$ cat config.mk
export PLATFORM = sky130hd
export DESIGN_NAME = i2c_wb_sequencer_flat
export DESIGN_NICKNAME = d
export VERILOG_FILES = /design/src/rtl/i2c_pkg.sv /design/src/rtl/i2c_wb_sequencer_if.sv /design/src/rtl/i2c_wb_access.sv /design/src/rtl/i2c_wb_sequencer.sv /design/src/flat_wrapper.sv
export SDC_FILE = /design/constraint.sdc
export NUM_CORES = 1
export LEC_CHECK = 0
export ABC_AREA = 1
export ABC_CLOCK_PERIOD_IN_PS = 2800
export BUFFER_PORTS_ARGS = -buffer_cell sky130_fd_sc_hd__buf_2
export CORE_MARGIN = 2
export CORE_UTILIZATION = 58
export DETAILED_ROUTE_END_ITERATION = 6
export MAX_ROUTING_LAYER = met4
export PLACE_DENSITY = 0.88
export SYNTH_ARGS = -nofsm -noshare
export SYNTH_HDL_FRONTEND = slang
export SYNTH_SLANG_ARGS = --single-unit
export TNS_END_PERCENT = 30
$ cat constraint.sdc
create_clock -name wb_clk_i -period 2.8 [get_ports wb_clk_i]
set_clock_uncertainty 0.15 [all_clocks]
set_input_delay 0.28 -clock wb_clk_i [delete_from_list [all_inputs] [get_ports wb_clk_i]]
set_output_delay 0.28 -clock wb_clk_i [all_outputs]
set_load 0.02 [all_outputs]
$ cat src/rtl/i2c_pkg.sv
// ----------------------------------------------------------------------------
// i2c_pkg
// Shared constants for the Wishbone sequencer that drives i2c_master_top:
// register addresses, CR/SR/CTR bit positions, response error codes,
// sequencer FSM state encodings and a helper that builds CR command bytes.
// ----------------------------------------------------------------------------
package i2c_pkg;

  // i2c_master_top register map (3-bit Wishbone address)
  localparam logic [2:0] ADR_PRERLO = 3'd0;
  localparam logic [2:0] ADR_PRERHI = 3'd1;
  localparam logic [2:0] ADR_CTR    = 3'd2;
  localparam logic [2:0] ADR_TXRX   = 3'd3;  // TXR on write, RXR on read
  localparam logic [2:0] ADR_CRSR   = 3'd4;  // CR on write, SR on read

  // CR command bits
  localparam int unsigned CR_STA  = 7;
  localparam int unsigned CR_STO  = 6;
  localparam int unsigned CR_RD   = 5;
  localparam int unsigned CR_WR   = 4;
  localparam int unsigned CR_ACK  = 3;
  localparam int unsigned CR_IACK = 0;

  // SR status bits
  localparam int unsigned SR_RXACK = 7;
  localparam int unsigned SR_AL    = 5;
  localparam int unsigned SR_TIP   = 1;

  // CTR core-enable bit and the value written during init
  localparam int unsigned CTR_EN      = 7;
  localparam logic [7:0]  CTR_CORE_EN = 8'h01 << CTR_EN;

  // Response error codes
  localparam logic [1:0] ERR_OK      = 2'b00;
  localparam logic [1:0] ERR_NACK    = 2'b01;
  localparam logic [1:0] ERR_AL      = 2'b10;
  localparam logic [1:0] ERR_TIMEOUT = 2'b11;

  // Sequencer FSM states
  localparam logic [3:0] ST_INIT_PLO = 4'd0;
  localparam logic [3:0] ST_INIT_PHI = 4'd1;
  localparam logic [3:0] ST_INIT_CTR = 4'd2;
  localparam logic [3:0] ST_IDLE     = 4'd3;
  localparam logic [3:0] ST_TX_ADDR  = 4'd4;
  localparam logic [3:0] ST_CR_ADDR  = 4'd5;
  localparam logic [3:0] ST_POLL_A   = 4'd6;
  localparam logic [3:0] ST_TX_DATA  = 4'd7;
  localparam logic [3:0] ST_CR_WR    = 4'd8;
  localparam logic [3:0] ST_CR_RD    = 4'd9;
  localparam logic [3:0] ST_POLL_D   = 4'd10;
  localparam logic [3:0] ST_RD_RXR   = 4'd11;
  localparam logic [3:0] ST_STOP     = 4'd12;
  localparam logic [3:0] ST_DONE     = 4'd13;

  // Assemble a CR command byte from individual command flags
  function automatic logic [7:0] cr_cmd(input logic sta, input logic sto,
                                        input logic rd, input logic wr,
                                        input logic ack, input logic iack);
    logic [7:0] v;
    v          = 8'h00;
    v[CR_STA]  = sta;
    v[CR_STO]  = sto;
    v[CR_RD]   = rd;
    v[CR_WR]   = wr;
    v[CR_ACK]  = ack;
    v[CR_IACK] = iack;
    return v;
  endfunction

endpackage

$ cat src/rtl/i2c_wb_sequencer_if.sv
// ----------------------------------------------------------------------------
// i2c_wb_sequencer_if
// Bundles the command/response handshake and the Wishbone master bus of
// i2c_wb_sequencer.
//   master modport : the sequencer's view (accepts commands, drives the bus)
//   slave modport  : the environment's view (command source, response sink,
//                    and the i2c_master_top Wishbone slave)
// Signals: cmd_valid/cmd_ready/cmd_rw/cmd_addr[6:0]/cmd_wdata[7:0],
//          rsp_valid/rsp_rdata[7:0]/rsp_err[1:0],
//          wbm_adr_o[2:0]/wbm_dat_o[7:0]/wbm_dat_i[7:0]/wbm_we_o/wbm_stb_o/
//          wbm_cyc_o/wbm_ack_i
// ----------------------------------------------------------------------------
interface i2c_wb_sequencer_if;
  logic       cmd_valid;
  logic       cmd_ready;
  logic       cmd_rw;
  logic [6:0] cmd_addr;
  logic [7:0] cmd_wdata;
  logic       rsp_valid;
  logic [7:0] rsp_rdata;
  logic [1:0] rsp_err;
  logic [2:0] wbm_adr_o;
  logic [7:0] wbm_dat_o;
  logic [7:0] wbm_dat_i;
  logic       wbm_we_o;
  logic       wbm_stb_o;
  logic       wbm_cyc_o;
  logic       wbm_ack_i;

  modport master (
    input  cmd_valid, cmd_rw, cmd_addr, cmd_wdata, wbm_dat_i, wbm_ack_i,
    output cmd_ready, rsp_valid, rsp_rdata, rsp_err,
    output wbm_adr_o, wbm_dat_o, wbm_we_o, wbm_stb_o, wbm_cyc_o
  );

  modport slave (
    output cmd_valid, cmd_rw, cmd_addr, cmd_wdata, wbm_dat_i, wbm_ack_i,
    input  cmd_ready, rsp_valid, rsp_rdata, rsp_err,
    input  wbm_adr_o, wbm_dat_o, wbm_we_o, wbm_stb_o, wbm_cyc_o
  );
endinterface

$ cat src/rtl/i2c_wb_access.sv
// ----------------------------------------------------------------------------
// i2c_wb_access
// Single-access Wishbone master engine. A request is accepted when idle;
// adr/dat/we are registered and cyc=stb raised together, all held until ack.
// On the ack edge cyc/stb drop, read data is captured and done pulses for
// one cycle. The done cycle is also a mandatory bus-idle gap in which new
// requests are ignored, so a requester that keeps req high across the done
// cycle cannot trigger a duplicate access.
// Ports:
//   clk, rst_n          clock, asynchronous active-low reset
//   req/we/adr/wdat     access request
//   done/rdat           completion pulse and captured read data
//   wb_*                Wishbone master signals
// ----------------------------------------------------------------------------
module i2c_wb_access (
  input  logic       clk,
  input  logic       rst_n,
  input  logic       req,
  input  logic       we,
  input  logic [2:0] adr,
  input  logic [7:0] wdat,
  output logic       done,
  output logic [7:0] rdat,
  output logic [2:0] wb_adr_o,
  output logic [7:0] wb_dat_o,
  output logic       wb_we_o,
  output logic       wb_stb_o,
  output logic       wb_cyc_o,
  input  logic [7:0] wb_dat_i,
  input  logic       wb_ack_i
);

  localparam logic [1:0] E_IDLE = 2'd0;
  localparam logic [1:0] E_BUSY = 2'd1;
  localparam logic [1:0] E_GAP  = 2'd2;

  logic [1:0] st_q,   st_d;
  logic       cyc_q,  cyc_d;
  logic       we_q,   we_d;
  logic [2:0] adr_q,  adr_d;
  logic [7:0] dat_q,  dat_d;
  logic [7:0] rdat_q, rdat_d;
  logic       done_q, done_d;

  // Next-state logic for the access handshake
  always_comb begin
    st_d   = st_q;
    cyc_d  = cyc_q;
    we_d   = we_q;
    adr_d  = adr_q;
    dat_d  = dat_q;
    rdat_d = rdat_q;
    done_d = 1'b0;
    case (st_q)
      E_IDLE: begin
        if (req) begin
          cyc_d = 1'b1;
          we_d  = we;
          adr_d = adr;
          dat_d = wdat;
          st_d  = E_BUSY;
        end else begin
          st_d = E_IDLE;
        end
      end
      E_BUSY: begin
        if (wb_ack_i) begin
          cyc_d  = 1'b0;
          rdat_d = wb_dat_i;
          done_d = 1'b1;
          st_d   = E_GAP;
        end else begin
          st_d = E_BUSY;
        end
      end
      E_GAP: begin
        st_d = E_IDLE;
      end
      default: begin
        cyc_d = 1'b0;
        st_d  = E_IDLE;
      end
    endcase
  end

  // Access engine state and registered bus outputs
  always_ff @(posedge clk or negedge rst_n) begin
    if (!rst_n) begin
      st_q   <= E_IDLE;
      cyc_q  <= 1'b0;
      we_q   <= 1'b0;
      adr_q  <= 3'd0;
      dat_q  <= 8'h00;
      rdat_q <= 8'h00;
      done_q <= 1'b0;
    end else begin
      st_q   <= st_d;
      cyc_q  <= cyc_d;
      we_q   <= we_d;
      adr_q  <= adr_d;
      dat_q  <= dat_d;
      rdat_q <= rdat_d;
      done_q <= done_d;
    end
  end

  assign wb_cyc_o = cyc_q;
  assign wb_stb_o = cyc_q;
  assign wb_we_o  = we_q;
  assign wb_adr_o = adr_q;
  assign wb_dat_o = dat_q;
  assign done     = done_q;
  assign rdat     = rdat_q;

endmodule

$ cat src/rtl/i2c_wb_sequencer.sv
// ----------------------------------------------------------------------------
// i2c_wb_sequencer
// Wishbone master sitting upstream of i2c_master_top. After each reset it
// writes the prescaler and enables the core once, then turns each accepted
// single-byte I2C command into START+address, data and STOP register
// sequences, polling SR for completion, and returns one response per command.
// Parameters:
//   PRESCALE    value for PRERhi:PRERlo
//   POLL_LIMIT  maximum SR reads per poll phase before a timeout error
// Ports:
//   wb_clk_i    clock shared with i2c_master_top
//   arst_i      asynchronous reset, active-low
//   bus         i2c_wb_sequencer_if.master (command, response, Wishbone)
// ----------------------------------------------------------------------------
module i2c_wb_sequencer
  import i2c_pkg::*;
#(
  parameter logic [15:0] PRESCALE   = 16'h0009,
  parameter logic [15:0] POLL_LIMIT = 16'hFFFF
) (
  input logic                 wb_clk_i,
  input logic                 arst_i,
  i2c_wb_sequencer_if.master  bus
);

  logic [3:0]  state_q,     state_d;
  logic [15:0] cnt_q,       cnt_d;
  logic        rw_q,        rw_d;
  logic [6:0]  addr_q,      addr_d;
  logic [7:0]  wdata_q,     wdata_d;
  logic [1:0]  err_q,       err_d;
  logic [7:0]  rdata_q,     rdata_d;
  logic        cmd_ready_q, cmd_ready_d;
  logic        rsp_valid_q, rsp_valid_d;
  logic [1:0]  rsp_err_q,   rsp_err_d;
  logic [7:0]  rsp_rdata_q, rsp_rdata_d;

  logic [15:0] cnt_inc;
  logic        poll_entry;
  logic        acc_req;
  logic        acc_we;
  logic [2:0]  acc_adr;
  logic [7:0]  acc_wdat;
  logic        acc_done;
  logic [7:0]  acc_rdat;

  i2c_wb_access u_access (
    .clk      (wb_clk_i),
    .rst_n    (arst_i),
    .req      (acc_req),
    .we       (acc_we),
    .adr      (acc_adr),
    .wdat     (acc_wdat),
    .done     (acc_done),
    .rdat     (acc_rdat),
    .wb_adr_o (bus.wbm_adr_o),
    .wb_dat_o (bus.wbm_dat_o),
    .wb_we_o  (bus.wbm_we_o),
    .wb_stb_o (bus.wbm_stb_o),
    .wb_cyc_o (bus.wbm_cyc_o),
    .wb_dat_i (bus.wbm_dat_i),
    .wb_ack_i (bus.wbm_ack_i)
  );

  // Sequencer FSM: each state issues at most one register access and
  // advances when the access engine reports completion
  always_comb begin
    state_d     = state_q;
    cnt_d       = cnt_q;
    rw_d        = rw_q;
    addr_d      = addr_q;
    wdata_d     = wdata_q;
    err_d       = err_q;
    rdata_d     = rdata_q;
    rsp_err_d   = rsp_err_q;
    rsp_rdata_d = rsp_rdata_q;
    acc_req     = 1'b0;
    acc_we      = 1'b1;
    acc_adr     = ADR_CRSR;
    acc_wdat    = 8'h00;
    // saturating SR-read count; never wraps back to zero
    cnt_inc     = (cnt_q == 16'hFFFF) ? cnt_q : cnt_q + 16'd1;

    case (state_q)
      ST_INIT_PLO: begin
        acc_req  = 1'b1;
        acc_adr  = ADR_PRERLO;
        acc_wdat = PRESCALE[7:0];
        if (acc_done) state_d = ST_INIT_PHI; else state_d = state_q;
      end
      ST_INIT_PHI: begin
        acc_req  = 1'b1;
        acc_adr  = ADR_PRERHI;
        acc_wdat = PRESCALE[15:8];
        if (acc_done) state_d = ST_INIT_CTR; else state_d = state_q;
      end
      ST_INIT_CTR: begin
        acc_req  = 1'b1;
        acc_adr  = ADR_CTR;
        acc_wdat = CTR_CORE_EN;
        if (acc_done) state_d = ST_IDLE; else state_d = state_q;
      end
      ST_IDLE: begin
        if (bus.cmd_valid && cmd_ready_q) begin
          rw_d    = bus.cmd_rw;
          addr_d  = bus.cmd_addr;
          wdata_d = bus.cmd_wdata;
          err_d   = ERR_OK;
          rdata_d = 8'h00;
          state_d = ST_TX_ADDR;
        end else begin
          state_d = state_q;
        end
      end
      ST_TX_ADDR: begin
        acc_req  = 1'b1;
        acc_adr  = ADR_TXRX;
        acc_wdat = {addr_q, rw_q};
        if (acc_done) state_d = ST_CR_ADDR; else state_d = state_q;
      end
      ST_CR_ADDR: begin
        acc_req  = 1'b1;
        acc_wdat = cr_cmd(1'b1, 1'b0, 1'b0, 1'b1, 1'b0, 1'b0);
        if (acc_done) state_d = ST_POLL_A; else state_d = state_q;
      end
      ST_POLL_A: begin
        acc_req = 1'b1;
        acc_we  = 1'b0;
        if (acc_done) begin
          cnt_d = cnt_inc;
          if (!acc_rdat[SR_TIP]) begin
            if (acc_rdat[SR_AL]) begin
              err_d   = ERR_AL;
              state_d = ST_DONE;
            end else if (acc_rdat[SR_RXACK]) begin
              err_d   = ERR_NACK;
              state_d = ST_STOP;
            end else if (rw_q) begin
              state_d = ST_CR_RD;
            end else begin
              state_d = ST_TX_DATA;
            end
          end else if (cnt_inc >= POLL_LIMIT) begin
            err_d   = ERR_TIMEOUT;
            state_d = ST_STOP;
          end else begin
            state_d = state_q;
          end
        end else begin
          state_d = state_q;
        end
      end
      ST_TX_DATA: begin
        acc_req  = 1'b1;
        acc_adr  = ADR_TXRX;
        acc_wdat = wdata_q;
        if (acc_done) state_d = ST_CR_WR; else state_d = state_q;
      end
      ST_CR_WR: begin
        acc_req  = 1'b1;
        acc_wdat = cr_cmd(1'b0, 1'b1, 1'b0, 1'b1, 1'b0, 1'b0);
        if (acc_done) state_d = ST_POLL_D; else state_d = state_q;
      end
      ST_CR_RD: begin
        // ACK bit set = master NACKs the single byte, with STOP
        acc_req  = 1'b1;
        acc_wdat = cr_cmd(1'b0, 1'b1, 1'b1, 1'b0, 1'b1, 1'b0);
        if (acc_done) state_d = ST_POLL_D; else state_d = state_q;
      end
      ST_POLL_D: begin
        acc_req = 1'b1;
        acc_we  = 1'b0;
        if (acc_done) begin
          cnt_d = cnt_inc;
          if (!acc_rdat[SR_TIP]) begin
            if (acc_rdat[SR_AL]) begin
              err_d   = ERR_AL;
              state_d = ST_DONE;
            end else if (rw_q) begin
              state_d = ST_RD_RXR;
            end else if (acc_rdat[SR_RXACK]) begin
              // STO was already part of the data command
              err_d   = ERR_NACK;
              state_d = ST_DONE;
            end else begin
              state_d = ST_DONE;
            end
          end else if (cnt_inc >= POLL_LIMIT) begin
            err_d   = ERR_TIMEOUT;
            state_d = ST_STOP;
          end else begin
            state_d = state_q;
          end
        end else begin
          state_d = state_q;
        end
      end
      ST_RD_RXR: begin
        acc_req = 1'b1;
        acc_we  = 1'b0;
        acc_adr = ADR_TXRX;
        if (acc_done) begin
          rdata_d = acc_rdat;
          state_d = ST_DONE;
        end else begin
          state_d = state_q;
        end
      end
      ST_STOP: begin
        acc_req  = 1'b1;
        acc_wdat = cr_cmd(1'b0, 1'b1, 1'b0, 1'b0, 1'b0, 1'b0);
        if (acc_done) state_d = ST_DONE; else state_d = state_q;
      end
      ST_DONE: begin
        state_d = ST_IDLE;
      end
      default: begin
        state_d = ST_INIT_PLO;
      end
    endcase

    // every fresh entry into a poll phase restarts the SR-read count
    poll_entry = (state_d != state_q) &&
                 ((state_d == ST_POLL_A) || (state_d == ST_POLL_D));
    if (poll_entry) begin
      cnt_d = 16'h0000;
    end else begin
      cnt_d = cnt_d;
    end

    // response fields update only on entry to DONE and hold afterwards
    rsp_valid_d = (state_d == ST_DONE) && (state_q != ST_DONE);
    if (rsp_valid_d) begin
      rsp_err_d   = err_d;
      rsp_rdata_d = rdata_d;
    end else begin
      rsp_err_d   = rsp_err_q;
      rsp_rdata_d = rsp_rdata_q;
    end

    cmd_ready_d = (state_d == ST_IDLE);
  end

  // Sequencer state and registered command/response outputs
  always_ff @(posedge wb_clk_i or negedge arst_i) begin
    if (!arst_i) begin
      state_q     <= ST_INIT_PLO;
      cnt_q       <= 16'h0000;
      rw_q        <= 1'b0;
      addr_q      <= 7'd0;
      wdata_q     <= 8'h00;
      err_q       <= ERR_OK;
      rdata_q     <= 8'h00;
      cmd_ready_q <= 1'b0;
      rsp_valid_q <= 1'b0;
      rsp_err_q   <= ERR_OK;
      rsp_rdata_q <= 8'h00;
    end else begin
      state_q     <= state_d;
      cnt_q       <= cnt_d;
      rw_q        <= rw_d;
      addr_q      <= addr_d;
      wdata_q     <= wdata_d;
      err_q       <= err_d;
      rdata_q     <= rdata_d;
      cmd_ready_q <= cmd_ready_d;
      rsp_valid_q <= rsp_valid_d;
      rsp_err_q   <= rsp_err_d;
      rsp_rdata_q <= rsp_rdata_d;
    end
  end

  assign bus.cmd_ready = cmd_ready_q;
  assign bus.rsp_valid = rsp_valid_q;
  assign bus.rsp_err   = rsp_err_q;
  assign bus.rsp_rdata = rsp_rdata_q;

endmodule
$ cat src/flat_wrapper.sv
// flat-port wrapper written by rule: the top's interface ports become plain ports
module i2c_wb_sequencer_flat import i2c_pkg::*;
#(
  parameter logic [15:0] PRESCALE   = 16'h0009,
  parameter logic [15:0] POLL_LIMIT = 16'hFFFF
)
  (wb_clk_i, arst_i, bus_cmd_valid, bus_cmd_rw, bus_cmd_addr, bus_cmd_wdata, bus_wbm_dat_i, bus_wbm_ack_i, bus_cmd_ready, bus_rsp_valid, bus_rsp_rdata, bus_rsp_err, bus_wbm_adr_o, bus_wbm_dat_o, bus_wbm_we_o, bus_wbm_stb_o, bus_wbm_cyc_o);
  i2c_wb_sequencer_if bus_i ();
  input logic wb_clk_i;
  input logic arst_i;
  input wire logic [$bits(bus_i.cmd_valid)-1:0] bus_cmd_valid;
  input wire logic [$bits(bus_i.cmd_rw)-1:0] bus_cmd_rw;
  input wire logic [$bits(bus_i.cmd_addr)-1:0] bus_cmd_addr;
  input wire logic [$bits(bus_i.cmd_wdata)-1:0] bus_cmd_wdata;
  input wire logic [$bits(bus_i.wbm_dat_i)-1:0] bus_wbm_dat_i;
  input wire logic [$bits(bus_i.wbm_ack_i)-1:0] bus_wbm_ack_i;
  output wire logic [$bits(bus_i.cmd_ready)-1:0] bus_cmd_ready;
  output wire logic [$bits(bus_i.rsp_valid)-1:0] bus_rsp_valid;
  output wire logic [$bits(bus_i.rsp_rdata)-1:0] bus_rsp_rdata;
  output wire logic [$bits(bus_i.rsp_err)-1:0] bus_rsp_err;
  output wire logic [$bits(bus_i.wbm_adr_o)-1:0] bus_wbm_adr_o;
  output wire logic [$bits(bus_i.wbm_dat_o)-1:0] bus_wbm_dat_o;
  output wire logic [$bits(bus_i.wbm_we_o)-1:0] bus_wbm_we_o;
  output wire logic [$bits(bus_i.wbm_stb_o)-1:0] bus_wbm_stb_o;
  output wire logic [$bits(bus_i.wbm_cyc_o)-1:0] bus_wbm_cyc_o;
  assign bus_i.cmd_valid = bus_cmd_valid;
  assign bus_i.cmd_rw = bus_cmd_rw;
  assign bus_i.cmd_addr = bus_cmd_addr;
  assign bus_i.cmd_wdata = bus_cmd_wdata;
  assign bus_i.wbm_dat_i = bus_wbm_dat_i;
  assign bus_i.wbm_ack_i = bus_wbm_ack_i;
  assign bus_cmd_ready = bus_i.cmd_ready;
  assign bus_rsp_valid = bus_i.rsp_valid;
  assign bus_rsp_rdata = bus_i.rsp_rdata;
  assign bus_rsp_err = bus_i.rsp_err;
  assign bus_wbm_adr_o = bus_i.wbm_adr_o;
  assign bus_wbm_dat_o = bus_i.wbm_dat_o;
  assign bus_wbm_we_o = bus_i.wbm_we_o;
  assign bus_wbm_stb_o = bus_i.wbm_stb_o;
  assign bus_wbm_cyc_o = bus_i.wbm_cyc_o;
  i2c_wb_sequencer #(.PRESCALE(PRESCALE), .POLL_LIMIT(POLL_LIMIT)) u_core (.wb_clk_i(wb_clk_i), .arst_i(arst_i), .bus(bus_i));
endmodule
==> flow_summary.toml <==
[run_status]
outcome = "finished, final reports clean"

[clock_tree]
cts_buffers = 9
cts_max_level = 3
clockRootBuffer = "clkbuf_8"
clkTransAtPathRegs_ns = 0.08
insertion_delay_ns = 0.35
numClockSinks = 82
clk_path_buf_depth = 2
cts_tree = "yes"

[pwr]
switching_power_mw = 1.66
ir_drop_mv = 0.519
pwr-share-clk_pct = 23.2
powerDensity_nw_per_um2 = 786
p_comb_share_pct = 36.6
p_seq_share_pct = 40.2
power.internal_mw = 2.54
leakagePower_nw = 2.62
sw_frac_of_total_pct = 39.5

[global_route]
grt_pass1_wl_um = 19500
overflow = 0
grt_pass1_vias = 4148
antenna_found_initial = 0
grt_max_degree = 83
track_usage_pct = 29.7

[layout]
fin_area_um2 = 5330
drive_gt1_share_pct = 22.1
syn_to_final_growth_pct = 19.4
final_nets = 682
num_antenna_cells = 0
fillers = 603

[synth]
yosysWarnings = 0
synthTopCellsByArea = "dfrtp_1, nand2_1, nor2_1"
netlist.area_leader.share_pct = 45.9
synth_top_area_cell = "dfrtp_1"
syn_inst = 577
netlist_area_um2 = 4470
ys_ff_latch = 82
syn_avg_cell_area_um2 = 7.74
ys_seq_area_share_pct = 45.9
ys_types = 45
syn_nets = 606

[routing]
drcViolationCount = 0
first_pass_iters = 6
ant_nets = 0
viasPerCell = 5.69
drt-initial-drc-count = 453
wl_met1_um = 4950
wl_um = 11500
vias = 4320
met3_length_um = 881
route.met2.wl_um = 5340
wl_per_cell_um = 15.2
highest_layer = "met4"

[floorplanning]
initial_core_util_pct = 58.7
core-area_um2 = 7610
dieArea_um2 = 8420
rows = 32
die_h_um = 91.8
pin_count = 54
die_width_um = 91.8

[place]
place_congestion = 0.999
dp_hpwl_um = 8150
placed_cell_area_um2 = 4870
place_ws_ns = -0.0777
io_buffers = 53

[sta]
grt_setup_unrepaired = "true"
tightest_slew_ns = 1.01
fin_crit_ns = 2.65
worst_hold_slack_ns = 0.0105
setup_slack_ns = 0.154
finalMaxSlewViolations = 0
fmax_mhz = 378
finalSetupTns_ns = 0
finalSetupViolCount = 0
hold_violations = 0
relSlewSlack_pct = 32.9
fin_crit_sh_pct = 94.5

[critical_path]
cpPeakStageDelay_ns = 0.43
critPathKind = "flip-flop to flip-flop"
path_delay_family = "simple AND/OR/NAND/NOR gates"
start_kind = "flip-flop"
crit_arrival_ns = 2.74
path_cells = "ha_4, inv_1, nor2_4, nand2_4, nor2_8, inv_4, nand2_1, nand2_1, nor2_1, nand3_2, nand2_1, nand2_1, a21oi_2, nor2_4, buf_4, nand4_1, nand2_1"
end_kind = "flip-flop"
crit_top_cell = "nand2_1"
worstPathMaxFanout = 19
cp_slowest_cell = "dfrtp_1"
worst-path-buf-inv = 3
crit_required_ns = 2.90

[run]
maxCapViolations = 0

[hold_path]
hold_class = "input port to flip-flop"
## sequential cells by signal (all words and copies together), names as in the netlist
signal and count:
u_core.wdata_q 8, u_core.state_q 4, u_core.addr_q 7, u_core.u_access.rdat 8, u_core.u_access.done 1, u_core.err_q 2
u_core.u_access.wb_cyc_o 1, u_core.bus.rsp_valid 1, u_core.u_access.wb_dat_o 8, u_core.u_access.wb_we_o 1, u_core.rdata_q 8, u_core.rw_q 1
u_core.u_access.st_q 2, u_core.bus.rsp_err 2, u_core.u_access.wb_adr_o 3, u_core.bus.rsp_rdata 8, u_core.cnt_q 16, u_core.bus.cmd_ready 1
## per-stage QoR
step                      power (mW)  instances  util, %
after global placement          3.03        728     64.0
after CTS                       4.09        755     68.6
final                           4.19        759     70.1
after global routing            4.45        759     70.1
after detailed placement        3.09        728     64.0
after floorplan                 2.64        577        -
## cell families (layout without fill, tap and decap cells)
| family | count (synthesis) | after routing | synth area share (%) |
|---|---|---|---|
| mux | 13 | 13 | 3.28 |
| buf+inv | 70 | 149 | 6.64 |
| compound gates | 96 | 96 | 12.4 |
| flops | 82 | 82 | 45.9 |
| xor+xnor | 3 | 3 | 0.588 |
| fa+ha+maj | 1 | 1 | 0.280 |
| simple gates | 312 | 313 | 30.9 |
## per-layer routing
metal,track usage (%),up-vias
met3,6.49,45
met2,44.9,218
met5,-,-
met4,11.2,0
li1,-,2057
met1,39.6,2000
## final timing paths
check / slack [ns] / cells after the start / startpoint / end
min: 0.01 / 2 / bus_cmd_addr[2] / u_core.addr_q[2]
min in group asynchronous: 0.48 / 2 / arst_i / u_core.cnt_q[9]
max reg2reg: 0.15 / 17 / u_core.cnt_q[1] / u_core.bus.rsp_rdata[1]
max in group asynchronous: 1.33 / 2 / arst_i / u_core.cnt_q[4]
max: 0.15 / 17 / u_core.cnt_q[1] / u_core.bus.rsp_rdata[1]
min reg2reg: 0.33 / 2 / u_core.u_access.wb_dat_o[2] / u_core.u_access.wb_dat_o[2]
## cell type report
| type | count | area [um^2] | share of cell area [%] |
|---|---|---|---|
| Tap cell | 102 | 128 | 2.39 |
| Timing Repair Buffer | 81 | 518 | 9.71 |
| Inverter | 53 | 201 | 3.78 |
| Clock inverter | 5 | 86.3 | 1.62 |
| Multi-Input combinational cell | 426 | 2210 | 41.4 |
| Sequential cell | 82 | 2050 | 38.5 |
| Clock buffer | 10 | 138 | 2.58 |
## power groups by stage
stage,Sequential [mW],Combinational [mW],Clock (mW)
2_1_floorplan,1.72,0.922,0
6_report,1.69,1.53,0.972
3_5_place_dp,1.69,1.40,0
5_1_grt,1.72,1.70,1.04
3_3_place_gp,1.68,1.35,0
4_1_cts,1.67,1.43,0.980
## synthesized netlist by cell type (all sizes together)
cell type / number
a41oi: 1
nand3: 33
o31ai: 3
o21bai: 1
ha: 1
nand4: 19
dfrtp: 82
xnor2: 1
clkinv: 1
o22ai: 4
inv: 52
a22oi: 1
nand3b: 2
a221oi: 1
mux2: 13
o21a: 1
o211ai: 4
o21ai: 50
a21o: 2
a311oi: 1
xor2: 2
a31oi: 3
nor2: 69
clkbuf: 10
a21oi: 23
nand2: 180
o2111ai: 1
buf: 7
and2: 1
nor3: 8
## placed cells by master, fill, tap and decap left out, types with 3 or more instances in the layout
master | netlist | routed
o211ai_1 | 4 | 4
nand2_1 | 164 | 163
o21ai_0 | 44 | 44
o21ai_1 | 5 | 4
o22ai_1 | 4 | 4
nor2_2 | 3 | 8
nand4_1 | 19 | 19
nand3_1 | 32 | 28
buf_2 | 1 | 52
buf_4 | 4 | 14
nor2_4 | 3 | 5
clkbuf_8 | 0 | 10
mux2_2 | 13 | 13
a21oi_1 | 21 | 21
inv_1 | 49 | 49
o31ai_1 | 3 | 3
nor3_1 | 7 | 6
dlygate4sd3_1 | 0 | 13
a31oi_1 | 3 | 3
nand3_2 | 1 | 5
dfrtp_1 | 82 | 80
nor2_1 | 62 | 55
nand2_2 | 15 | 16
## repair_timing
| item | CTS | global route |
|---|---|---|
| cloned | 0 | 1 |
| endpoints found under the hold margin | 87 | 1 |
| hold buffers | 12 | 1 |
| pin swaps | 0 | 3 |
| buffers inserted | 0 | 2 |
| setup endpoints to repair | 10 | 13 |
| resized for setup | 1 | 22 |
(Power assumes the default switching activity.)
